**src/rtl/tt_maquina_pkg.sv**
```systemverilog
// Shared definitions for the vending machine: event codes, switch channel indices
// and the order in which simultaneously pending events are queued.
package tt_maquina_pkg;

    localparam int NUM_CH = 4;

    typedef enum logic [1:0] {
        EV_D = 2'd0,
        EV_N = 2'd1,
        EV_R = 2'd2,
        EV_P = 2'd3
    } ev_code_e;

    localparam logic [1:0] CH_D = 2'd0;
    localparam logic [1:0] CH_N = 2'd1;
    localparam logic [1:0] CH_R = 2'd2;
    localparam logic [1:0] CH_P = 2'd3;

    // Highest priority first; a channel index equals its event code.
    localparam logic [1:0] PRIO_ORDER [NUM_CH] = '{CH_R, CH_P, CH_D, CH_N};

    function automatic logic [NUM_CH-1:0] pick_grant(input logic [NUM_CH-1:0] pend);
        logic [NUM_CH-1:0] grant;
        grant = '0;
        for (int i = NUM_CH - 1; i >= 0; i--) begin
            if (pend[PRIO_ORDER[i]]) begin
                grant = '0;
                grant[PRIO_ORDER[i]] = 1'b1;
            end else begin
                grant = grant;
            end
        end
        return grant;
    endfunction

    function automatic logic [1:0] grant_code(input logic [NUM_CH-1:0] grant);
        logic [1:0] code;
        code = 2'd0;
        for (int i = 0; i < NUM_CH; i++) begin
            if (grant[i]) begin
                code = 2'(i);
            end else begin
                code = code;
            end
        end
        return code;
    endfunction

endpackage

```
**src/rtl/tt_maquina_debounce.sv**
```systemverilog
// One switch channel: two-flop synchronizer, stability counter and a one-cycle
// pulse when the debounced level rises.
module tt_maquina_debounce #(
    parameter int DEB_CYCLES = 4
) (
    input  logic clk,
    input  logic reset,
    input  logic i_sw,
    output logic o_rise
);

    logic       r_sync1;
    logic       r_sync2;
    logic       r_level;
    logic       r_rise;
    logic [3:0] r_cnt;
    logic       w_mismatch;
    logic       w_settle;

    assign w_mismatch = r_sync2 ^ r_level;
    assign w_settle   = w_mismatch && (r_cnt == 4'(DEB_CYCLES - 1));
    assign o_rise     = r_rise;

    // Synchronize, count consecutive mismatches, accept level once stable long enough
    always_ff @(posedge clk or posedge reset) begin
        if (reset) begin
            r_sync1 <= 1'b0;
            r_sync2 <= 1'b0;
            r_level <= 1'b0;
            r_rise  <= 1'b0;
            r_cnt   <= 4'd0;
        end else begin
            r_sync1 <= i_sw;
            r_sync2 <= r_sync1;
            if (w_settle) begin
                r_level <= r_sync2;
                r_rise  <= r_sync2;
                r_cnt   <= 4'd0;
            end else if (w_mismatch) begin
                r_rise  <= 1'b0;
                r_cnt   <= r_cnt + 4'd1;
            end else begin
                r_rise  <= 1'b0;
                r_cnt   <= 4'd0;
            end
        end
    end

endmodule

```
**src/rtl/tt_maquina_event_sched.sv**
```systemverilog
// Turns four bouncing user switches into a prioritized, show-ahead event queue
// for the vending core, with a sticky flag for events lost to a busy channel.
module tt_maquina_event_sched
    import tt_maquina_pkg::*;
#(
    parameter int DEB_CYCLES = 4,
    parameter int FIFO_DEPTH = 4
) (
    input  logic       clk,
    input  logic       reset,
    input  logic [3:0] sw_raw,
    output logic       ev_valid,
    output logic [1:0] ev_code,
    input  logic       ev_ready,
    output logic [3:0] ev_count,
    output logic       overflow,
    input  logic       ovf_clr
);

    localparam int PW = $clog2(FIFO_DEPTH);

    logic [NUM_CH-1:0] w_rise;
    logic [NUM_CH-1:0] w_grant;
    logic [NUM_CH-1:0] r_pend;
    logic [1:0]        w_code;
    logic              w_pop;
    logic              w_push;
    logic              w_can_write;
    logic              w_drop;
    logic              r_ovf;
    logic [1:0]        r_mem [FIFO_DEPTH];
    logic [PW-1:0]     r_wr_ptr;
    logic [PW-1:0]     r_rd_ptr;
    logic [3:0]        r_count;

    for (genvar c = 0; c < NUM_CH; c++) begin : g_ch
        tt_maquina_debounce #(.DEB_CYCLES(DEB_CYCLES)) u_deb (
            .clk    (clk),
            .reset  (reset),
            .i_sw   (sw_raw[c]),
            .o_rise (w_rise[c])
        );
    end

    assign ev_valid    = (r_count != 4'd0);
    assign ev_code     = ev_valid ? r_mem[r_rd_ptr] : 2'd0;
    assign ev_count    = r_count;
    assign overflow    = r_ovf;
    assign w_pop       = ev_valid && ev_ready;
    // A full queue still takes a write when the head leaves in the same cycle.
    assign w_can_write = (r_count < 4'(FIFO_DEPTH)) || w_pop;
    assign w_grant     = w_can_write ? pick_grant(r_pend) : 4'd0;
    assign w_push      = |w_grant;
    assign w_code      = grant_code(w_grant);
    assign w_drop      = |(w_rise & r_pend);

    // Pending bits and the sticky drop flag (a new drop beats a clear)
    always_ff @(posedge clk or posedge reset) begin
        if (reset) begin
            r_pend <= 4'd0;
            r_ovf  <= 1'b0;
        end else begin
            r_pend <= (r_pend & ~w_grant) | (w_rise & ~r_pend);
            if (w_drop) begin
                r_ovf <= 1'b1;
            end else if (ovf_clr) begin
                r_ovf <= 1'b0;
            end else begin
                r_ovf <= r_ovf;
            end
        end
    end

    // Queue storage
    always_ff @(posedge clk or posedge reset) begin
        if (reset) begin
            for (int i = 0; i < FIFO_DEPTH; i++) begin
                r_mem[i] <= 2'd0;
            end
        end else if (w_push) begin
            r_mem[r_wr_ptr] <= w_code;
        end else begin
            r_mem[r_wr_ptr] <= r_mem[r_wr_ptr];
        end
    end

    // Queue pointers and occupancy; power-of-two depth lets pointers wrap naturally
    always_ff @(posedge clk or posedge reset) begin
        if (reset) begin
            r_wr_ptr <= '0;
            r_rd_ptr <= '0;
            r_count  <= 4'd0;
        end else begin
            r_wr_ptr <= w_push ? r_wr_ptr + PW'(1) : r_wr_ptr;
            r_rd_ptr <= w_pop  ? r_rd_ptr + PW'(1) : r_rd_ptr;
            case ({w_push, w_pop})
                2'b10:   r_count <= r_count + 4'd1;
                2'b01:   r_count <= r_count - 4'd1;
                default: r_count <= r_count;
            endcase
        end
    end

endmodule

```
**config.mk**
```make
export PLATFORM = sky130hd
export DESIGN_NAME = tt_maquina_event_sched
export DESIGN_NICKNAME = d
export VERILOG_FILES = /design/src/rtl/tt_maquina_pkg.sv /design/src/rtl/tt_maquina_debounce.sv /design/src/rtl/tt_maquina_event_sched.sv
export SDC_FILE = /design/constraint.sdc
export NUM_CORES = 1
export LEC_CHECK = 0
export CORE_MARGIN = 2
export CORE_UTILIZATION = 43
export DETAILED_ROUTE_END_ITERATION = 10
export GPL_TIMING_DRIVEN = 0
export PLACE_DENSITY = 0.6
export SYNTH_ARGS = -nofsm -noshare
export SYNTH_HDL_FRONTEND = slang
export SYNTH_HIERARCHICAL = 1
export SYNTH_SLANG_ARGS = --single-unit
export TNS_END_PERCENT = 100
```
**constraint.sdc**
```tcl
create_clock -name clk -period 3.1 [get_ports clk]
set_input_delay 0.31 -clock clk [delete_from_list [all_inputs] [get_ports clk]]
set_output_delay 0.31 -clock clk [all_outputs]
set_load 0.02 [all_outputs]
```
# Yosys cells after proc, flatten, opt, wreduce, memory -nomap -nowiden
# Index checks and enable logic that the tools add are counted.
# totals
reg_bits	53
input_bits	8
out_inout_bits	8
word_cells	106
# op_classes
add_sub_neg	8
magnitude_cmp	4
n_eq_ne	6
n_mux	35
bitwise_logic	12
reduce_logical	12
# op_table
op	n
2-to-1 mux 4 bit	12
adder 4 x 1 -> 4 bit (second input constant)	5
2-to-1 mux 2 bit	9
bitwise mux 8 bit	2
== test 4 x 2 -> 1 bit (second input constant)	4
AND 4 bit	3
binary-select mux 2 bit (select 2 bit)	2
2-to-1 mux 8 bit	1
NOT 4 bit	2
case mux 4 bit (2 select lines)	1
OR reduction 4 bit	2
2-to-1 mux 1 bit	7
greater-or-equal comparator 3 bit (second input constant)	2
logical AND 1 bit	6
NOT 2 -> 3 bit	2
adder 2 x 1 -> 2 bit (second input constant)	2
demux 2 bit (select 2 bit)	1
less-than comparator 4 x 3 -> 1 bit (second input constant)	1
bitwise OR 4 bit	1
nonzero test 2 bit	2
nonzero test 4 bit	1
subtractor 4 x 1 -> 4 bit (second input constant)	1
bitwise XOR 1 bit	4
less-than comparator 3 x 1 -> 1 bit (second input constant)	1
3 further kinds	3

# Depth between registers and ports, before layout
# Gate-level depths: netlist (run 1).
# depth
depth_word	10
depth_mapped	10
mapped_depth_nobuf	9

# By module
# Netlist (run 1), hierarchy kept.
# by_module_without_submodules
mod	n_inst	cells_per_inst	area_per_inst_um2	seq_area_each_um2
tt_maquina_debounce	4	23	326.6	200.2
tt_maquina_event_sched	1	111	1219.9	525.5

# Worst setup path after synthesis (run 1)
# Ideal clock, no wire load.
# synth_timing
path_type	register to register
from	reg r_count[0], in the netlist ev_count[0]
to	reg r_count[3], in the netlist ev_count[3]
setup_ns	0.086
arrival_ns	2.551
required_time_ns	3.014
setup_slack_ns	0.464
stages_incl_launch_ff	8
path_buffers	1
period_less_slack_ns	2.636
path_cell_list	dfrtp_1 > or4_4 > and2_1 > ha_1 > clkbuf_1 > or4b_1 > a21o_1 > o221ai_2
# synth_via
elab_chain_cells	7
elab_cells_between_ends	12
classes_between	add/sub: 2; order compare: 1; eq/ne: 2; mux: 2; reduce/logical: 5
# synth_rtl
element	line	source
start, declared	tt_maquina_event_sched.sv:34	logic [3:0] r_count;
start signal, assigned	tt_maquina_event_sched.sv:97	2'b10: r_count <= r_count + 4'd1;
start signal, assigned	tt_maquina_event_sched.sv:98	2'b01: r_count <= r_count - 4'd1;
start signal, assigned	tt_maquina_event_sched.sv:99	default: r_count <= r_count;
nonzero test 4 bit *	tt_maquina_event_sched.sv:45	assign ev_valid = (r_count != 4'd0);
via ev_valid	tt_maquina_event_sched.sv:12	output logic ev_valid,
logical AND 1 bit *	tt_maquina_event_sched.sv:49	assign w_pop = ev_valid && ev_ready;
via w_pop	tt_maquina_event_sched.sv:26	logic w_pop;
logical OR 1 bit	tt_maquina_event_sched.sv:51	assign w_can_write = (r_count < 4'(FIFO_DEPTH)) || w_pop;
2-to-1 mux 4 bit	tt_maquina_event_sched.sv:52	assign w_grant = w_can_write ? pick_grant(r_pend) : 4'd0;
OR reduction 4 bit	tt_maquina_event_sched.sv:53	assign w_push = |w_grant;
== test 2 x 1 -> 1 bit or == test 2 bit (tied branches)	tt_maquina_event_sched.sv:96	case ({w_push, w_pop})
case mux 4 bit (2 select lines) or nonzero test 2 bit (tied branches)	--	
# The timed path passes the listed nets; every way through them passes the cells marked *.
# A chain may end at the register's enable or synchronous reset.

# Worst setup path after layout (run 1)
# layout_timing
from	reg r_count[0], in the netlist ev_count[0]
to	reg r_count[3], in the netlist ev_count[3]
# layout_via
elab_chain_cells	7
elab_cells_between_ends	12
classes_between	add/sub: 2; order compare: 1; eq/ne: 2; mux: 2; reduce/logical: 5
# layout_rtl
element	line
nonzero test 4 bit *	tt_maquina_event_sched.sv:45
logical AND 1 bit *	tt_maquina_event_sched.sv:49
via w_pop	tt_maquina_event_sched.sv:26
logical OR 1 bit	tt_maquina_event_sched.sv:51
2-to-1 mux 4 bit	tt_maquina_event_sched.sv:52
OR reduction 4 bit	tt_maquina_event_sched.sv:53
== test 2 x 1 -> 1 bit or == test 2 bit (tied branches)	tt_maquina_event_sched.sv:96
case mux 4 bit (2 select lines) or nonzero test 2 bit (tied branches)	--
# Marked as above.

==> flow_summary.toml, run 1 <==
[logic_synthesis]
async_flop_share_pct = 100
yosysWarnings = 6
synth_area_leaders = "dfrtp_1 (53%), ha_1 (5.4%), mux4_2 (3.6%)"
synth_cells = 203
synth_cell_types = 43
synth_nets = 222
synth_area_sq_mm = 0.00253
avgSynthCellArea_sq_um = 12.4
synth_edf_count = 0
yosys_most_used_dff = "dfrtp_1"
synth_area_leader_cell = "dfrtp_1"
yosysSeqAreaShare_pct = 52.5
ys_seq_elements = 53
synth_top_area_share_pct = 52.5

[timing]
hold_viol = 0
final.setup.worst_slack_ns = 0.450
slew_headroom_pct = 45.0
min_period_over_period_pct = 85.5
finalCriticalPeriod_ns = 2.65
fin_worst_skew_ns = 0.0110
setup_viol = 0
finalMaxSlewViolations = 0
max_freq_mhz = 377
setup_tns_ns = 0
rsz0062_at_grt = "no"
tightest_slew_ns = 0.824

[setup_path]
crit_required_ns = 3.32
end_kind = "flop"
worstSetupPathType = "reg2reg"
startpoint_type = "flop"
cp_max_fo = 8
crit_path_top_delay_cell = "or4_4"
crit_family = "simple AND/OR/NAND/NOR gates"
arrival_ns = 2.87
max_stage_delay_ns = 0.59
path_buf_inv = 1
critical_path.cell_chain = "or4_4, and2_1, ha_1, clkbuf_1, or4b_1, a21o_1, o221ai_2"

[finish]
drive_gt1_share_pct = 12.9
n_fill_cell = 521
multi_input_area_sq_mm = 0.00112
layout.cells.most_common_list = "dfrtp_1 (53), inv_1 (17), clkdlybuf4s50_1 (15)"
fin_nets = 244
seqCellArea_sq_mm = 0.00133
final_common_cell = "dfrtp_1"
postLayoutCoreUtil_pct = 51.2
num_antenna_cells = 0
syn2layout_area_growth_pct = 12.9
final_area_sq_mm = 0.00285

[pwr]
p_total_mw = 2.62
vdd_drop_max_mv = 0.418
p_per_area_mw_per_mm2 = 918
p_leak_nw = 1.22

[floorplanning]
dieArea_sq_mm = 0.00650
core-area_sq_mm = 0.00557
die_x_microns = 80.6
die_h_microns = 80.6
io_pins = 16
start_util_pct = 45.3
rows = 27

[status]
status = "complete, no violations"

[min_path]
hold_path_class = "reg2reg"

[cts]
numCtsBuffers = 5
cts_root_buffer = "clkbuf_8"
clk_pin_slew_ns = 0.09
cts_resized = 0
clk_latency_ns = 0.30
hold_buffers = 0
cts_tree = "done"
cts_sinks = 53
htree_levels = 2
post_cts_buffers = 0
cts_buffer_depth = 2

[routing]
finalWirelength_microns = 3910
drcViolationCount = 0
viasPerCell = 5.25
drt_pre_antenna_iters = 6
post_drt_wl_per_cell_microns = 13.2
ant_nets = 0
num_vias = 1560
drtIter0Drc = 38

[place]
gp_congestion = 0.734
io_buffers = 15
place_ws_ns = 0.219
placed_cell_area_sq_mm = 0.00277
place_hpwl_microns = 2840

[global_routing]
grt_pass1_vias = 1469
grt_pass1_wl_microns = 6870
grt_max_degree = 22
grt_use_total_pct = 13.6
gr-total-overflow = 0
antenna_found_initial = 0

[run]
cap_violations = 0
## cells in the mapped netlist, drive strengths merged (2+ instances only)
master  count
a21oi      13
a31oi       6
and2        3
and3b       4
and4        4
dfrtp      53
ha         11
inv        17
mux2        7
mux4        4
nand2       5
nand2b      5
nand3b      5
nor2       13
nor3        6
nor3b       8
nor4        4
o21ai       2
o31ai       4
or4         2
xnor2       8
xor2        2
## final timing paths
| path | start | endpoint | slack, ns | cells past startpoint |
|---|---|---|---|---|
| worst max-delay path | ev_count[0] | ev_count[3] | 0.45 | 7 |
| worst min-delay path | g_ch[3].u_deb/r_sync1 | g_ch[3].u_deb/r_sync2 | 0.35 | 0 |
| worst max register to register | ev_count[0] | ev_count[3] | 0.45 | 7 |
| worst min register to register | g_ch[3].u_deb/r_sync1 | g_ch[3].u_deb/r_sync2 | 0.35 | 0 |
| max in group asynchronous | reset | r_pend[3] | 1.98 | 2 |
| min in group asynchronous | reset | g_ch[2].u_deb/o_rise | 0.37 | 2 |
## logic make-up (layout without fill, tap and decap cells)
logic type	after synthesis	after routing	synth area share (%)
DFF	53	53	52.5
xor gates and xnor gates	10	10	3.47
and+or+nand+nor	64	64	18.7
muxes	12	12	7.08
adders and majority gates	11	11	5.45
AOI/OAI and AO/OA	34	34	9.66
buffers and inverters	19	41	3.12
## stage by stage
stage / cells / hold slack (ns)
2_1_floorplan: 203 / 0.126
3_3_place_gp: 290 / 0.332
3_5_place_dp: 290 / 0.335
4_1_cts: 297 / 0.355
5_1_grt: 297 / 0.365
6_report: 297 / 0.353
## area by class of cell
type	instances	share of cell area, %
sequential	53	46.5
multi-input combinational	131	39.3
timing repair buffer	15	5.26
tap	72	3.16
clock buffer	7	3.03
inverter	17	2.24
buffer	2	0.526
## report_power, final
part           switching [mW]  internal (mW)  total (mW)
Combinational           0.545          0.576        1.12
Sequential              0.217          0.898        1.11
Clock                   0.204          0.178       0.382
Total                   0.966           1.65        2.62
## state kept, by name (all words and copies together) (netlist names), 4 cells and up
register	flops
ev_count	4
g_ch.u_deb/o_rise	4
g_ch.u_deb/r_cnt	16
g_ch.u_deb/r_level	4
g_ch.u_deb/r_sync1	4
g_ch.u_deb/r_sync2	4
r_mem	8
r_pend	4
## layer usage
metal	up-vias	GRT usage [%]	wire length (microns)	share of wire (%)
met5	-	0	0	0
met4	0	3.56	29	0.74
met1	763	19.0	1960	50
li1	770	-	-	-
met3	4	3.60	148	3.8
met2	23	21.0	1770	45
(Power assumes the default switching activity.)
==> inputs of run 2 (changes only) <==
--- a/config.mk
+++ b/config.mk
@@ -5,6 +5,7 @@
 export SDC_FILE = /design/constraint.sdc
 export NUM_CORES = 1
 export LEC_CHECK = 0
+export CORE_ASPECT_RATIO = 0.75
 export CORE_MARGIN = 2
 export CORE_UTILIZATION = 43
 export DETAILED_ROUTE_END_ITERATION = 10
==> run 2 against run 1 <==
Worst hold slack improved by 0.0030 ns. Critical path depth is the same. Die area grew 0.11%. Clock skew rose by 0.0017 ns. Critical path type unchanged. Clock power up 29%. First-iteration DRC count up 66%. Core utilization decreased by 0.72 points. Non-clock buffer count is the same. Clock-buffer cell count shrank 1. Largest power group is now sequential cells.
==> flow_summary.toml, run 2 (same netlist as run 1, synthesis figures left out) <==
[routing]
viasPerCell = 5.11
num_vias = 1553
drtIter0Drc = 63
post_drt_wl_per_cell_microns = 13.1
finalWirelength_microns = 3980
drcViolationCount = 0
ant_nets = 0
drt_pre_antenna_iters = 5

[finish]
multi_input_area_sq_mm = 0.00112
layout.cells.most_common_list = "dfrtp_1 (53), inv_1 (17), clkdlybuf4s50_1 (15)"
largest_reg_flops = 16
drive_gt1_share_pct = 13.7
postLayoutCoreUtil_pct = 50.5
seqCellArea_sq_mm = 0.00133
fin_nets = 244
top_register = "g_ch.u_deb/r_cnt"
largestRegisters = "g_ch.u_deb/r_cnt (16), r_mem (8)"
final_common_cell = "dfrtp_1"
n_fill_cell = 520
syn2layout_area_growth_pct = 14.6
num_antenna_cells = 0

[floorplanning]
start_util_pct = 44.0
core-area_sq_mm = 0.00574
rows = 24
io_pins = 16
dieArea_sq_mm = 0.00651
die_h_microns = 70.4
die_x_microns = 92.5

[timing]
hold_viol = 0
min_period_over_period_pct = 86.5
setup_viol = 0
tightest_slew_ns = 0.822
finalMaxSlewViolations = 0
final.setup.worst_slack_ns = 0.419
finalCriticalPeriod_ns = 2.68
setup_tns_ns = 0
max_freq_mhz = 373
rsz0062_at_grt = "no"
fin_worst_skew_ns = 0.0127
timing.hold.ws_ns = 0.356
slew_headroom_pct = 45.2

[global_routing]
grt_pass1_wl_microns = 6820
grt_use_total_pct = 13.2
grt_pass1_vias = 1442
grt_max_degree = 22
antenna_found_initial = 0
gr-total-overflow = 0

[cts]
hold_buffers = 0
clk_pin_slew_ns = 0.10
cts_root_buffer = "clkbuf_8"
clk_latency_ns = 0.30
cts_tree = "done"
cts_resized = 0
htree_levels = 2
numCtsBuffers = 5
cts_sinks = 53
post_cts_buffers = 0
cts_buffer_depth = 2

[setup_path]
cp_max_fo = 8
reg2reg_to = "ev_count[3]"
arrival_ns = 2.91
reg2reg_slack_ns = 0.42
critPathCapture = "ev_count[3]"
r2r_start = "ev_count[0]"
startpoint_type = "flop"
end_kind = "flop"
crit_required_ns = 3.33
worstSetupPathType = "reg2reg"
cp-startpoint = "ev_count[0]"
reg2reg_depth = 7

[pwr]
p_leak_nw = 1.23
vdd_drop_max_mv = 0.401
p_total_mw = 2.73
p_per_area_mw_per_mm2 = 943

[place]
gp_congestion = 0.775
io_buffers = 15
place_hpwl_microns = 2840
place_ws_ns = 0.288

[status]
status = "complete, no violations"

[min_path]
hold_path_class = "in2async"

[run]
cap_violations = 0
-- run 2: worst min-delay path by stage --
stage / from / end / slack (ns) / cells past startpoint
2_1_floorplan: reset / g_ch[0].u_deb/o_rise / 0.13 / 1
3_3_place_gp: g_ch[0].u_deb/r_sync1 / g_ch[0].u_deb/r_sync2 / 0.33 / 0
3_5_place_dp: g_ch[0].u_deb/r_sync1 / g_ch[0].u_deb/r_sync2 / 0.33 / 0
4_1_cts: g_ch[0].u_deb/r_sync1 / g_ch[0].u_deb/r_sync2 / 0.36 / 0
5_1_grt: g_ch[2].u_deb/r_sync1 / g_ch[2].u_deb/r_sync2 / 0.36 / 0
6_report: reset / g_ch[2].u_deb/r_cnt[0] / 0.36 / 2
-- run 2: layout make-up --
type	instances	share of cell area, %
well taps	78	3.37
flip-flops and latches	53	45.8
clock buffers	6	2.85
multi-input cells	131	38.7
inverters	17	2.20
repair buffers	15	5.19
plain buffers	2	0.519
clock inverters	2	1.30
-- run 2: routing by layer --
metal	vias to the layer above	share of wire (%)	track usage, %
met5	-	0	0
met1	769	53	20.2
met4	0	0	3.48
met3	0	2.5	3.24
li1	768	-	-
met2	16	44	18.8
-- run 2: power by group --
part	internal (mW)	total, mW	switching, mW
registers	0.898	1.12	0.218
clock network	0.263	0.491	0.228
logic	0.575	1.12	0.546
total	1.74	2.73	0.992
-- run 2: worst max-delay path, stage by stage, from the launching register on --
cell      delay, ns
dfrtp_1        0.48
or4_4          0.61
and2_1         0.23
ha_1           0.29
clkbuf_1       0.22
or4b_1         0.56
a21o_1         0.17
o221ai_2       0.05
-- run 2: per-stage QoR --
stage | instances | area (sq um)
after floorplan | 203 | 2530
after global placement | 296 | 2770
after detailed placement | 296 | 2770
after CTS | 304 | 2890
after global routing | 304 | 2890
final | 304 | 2890
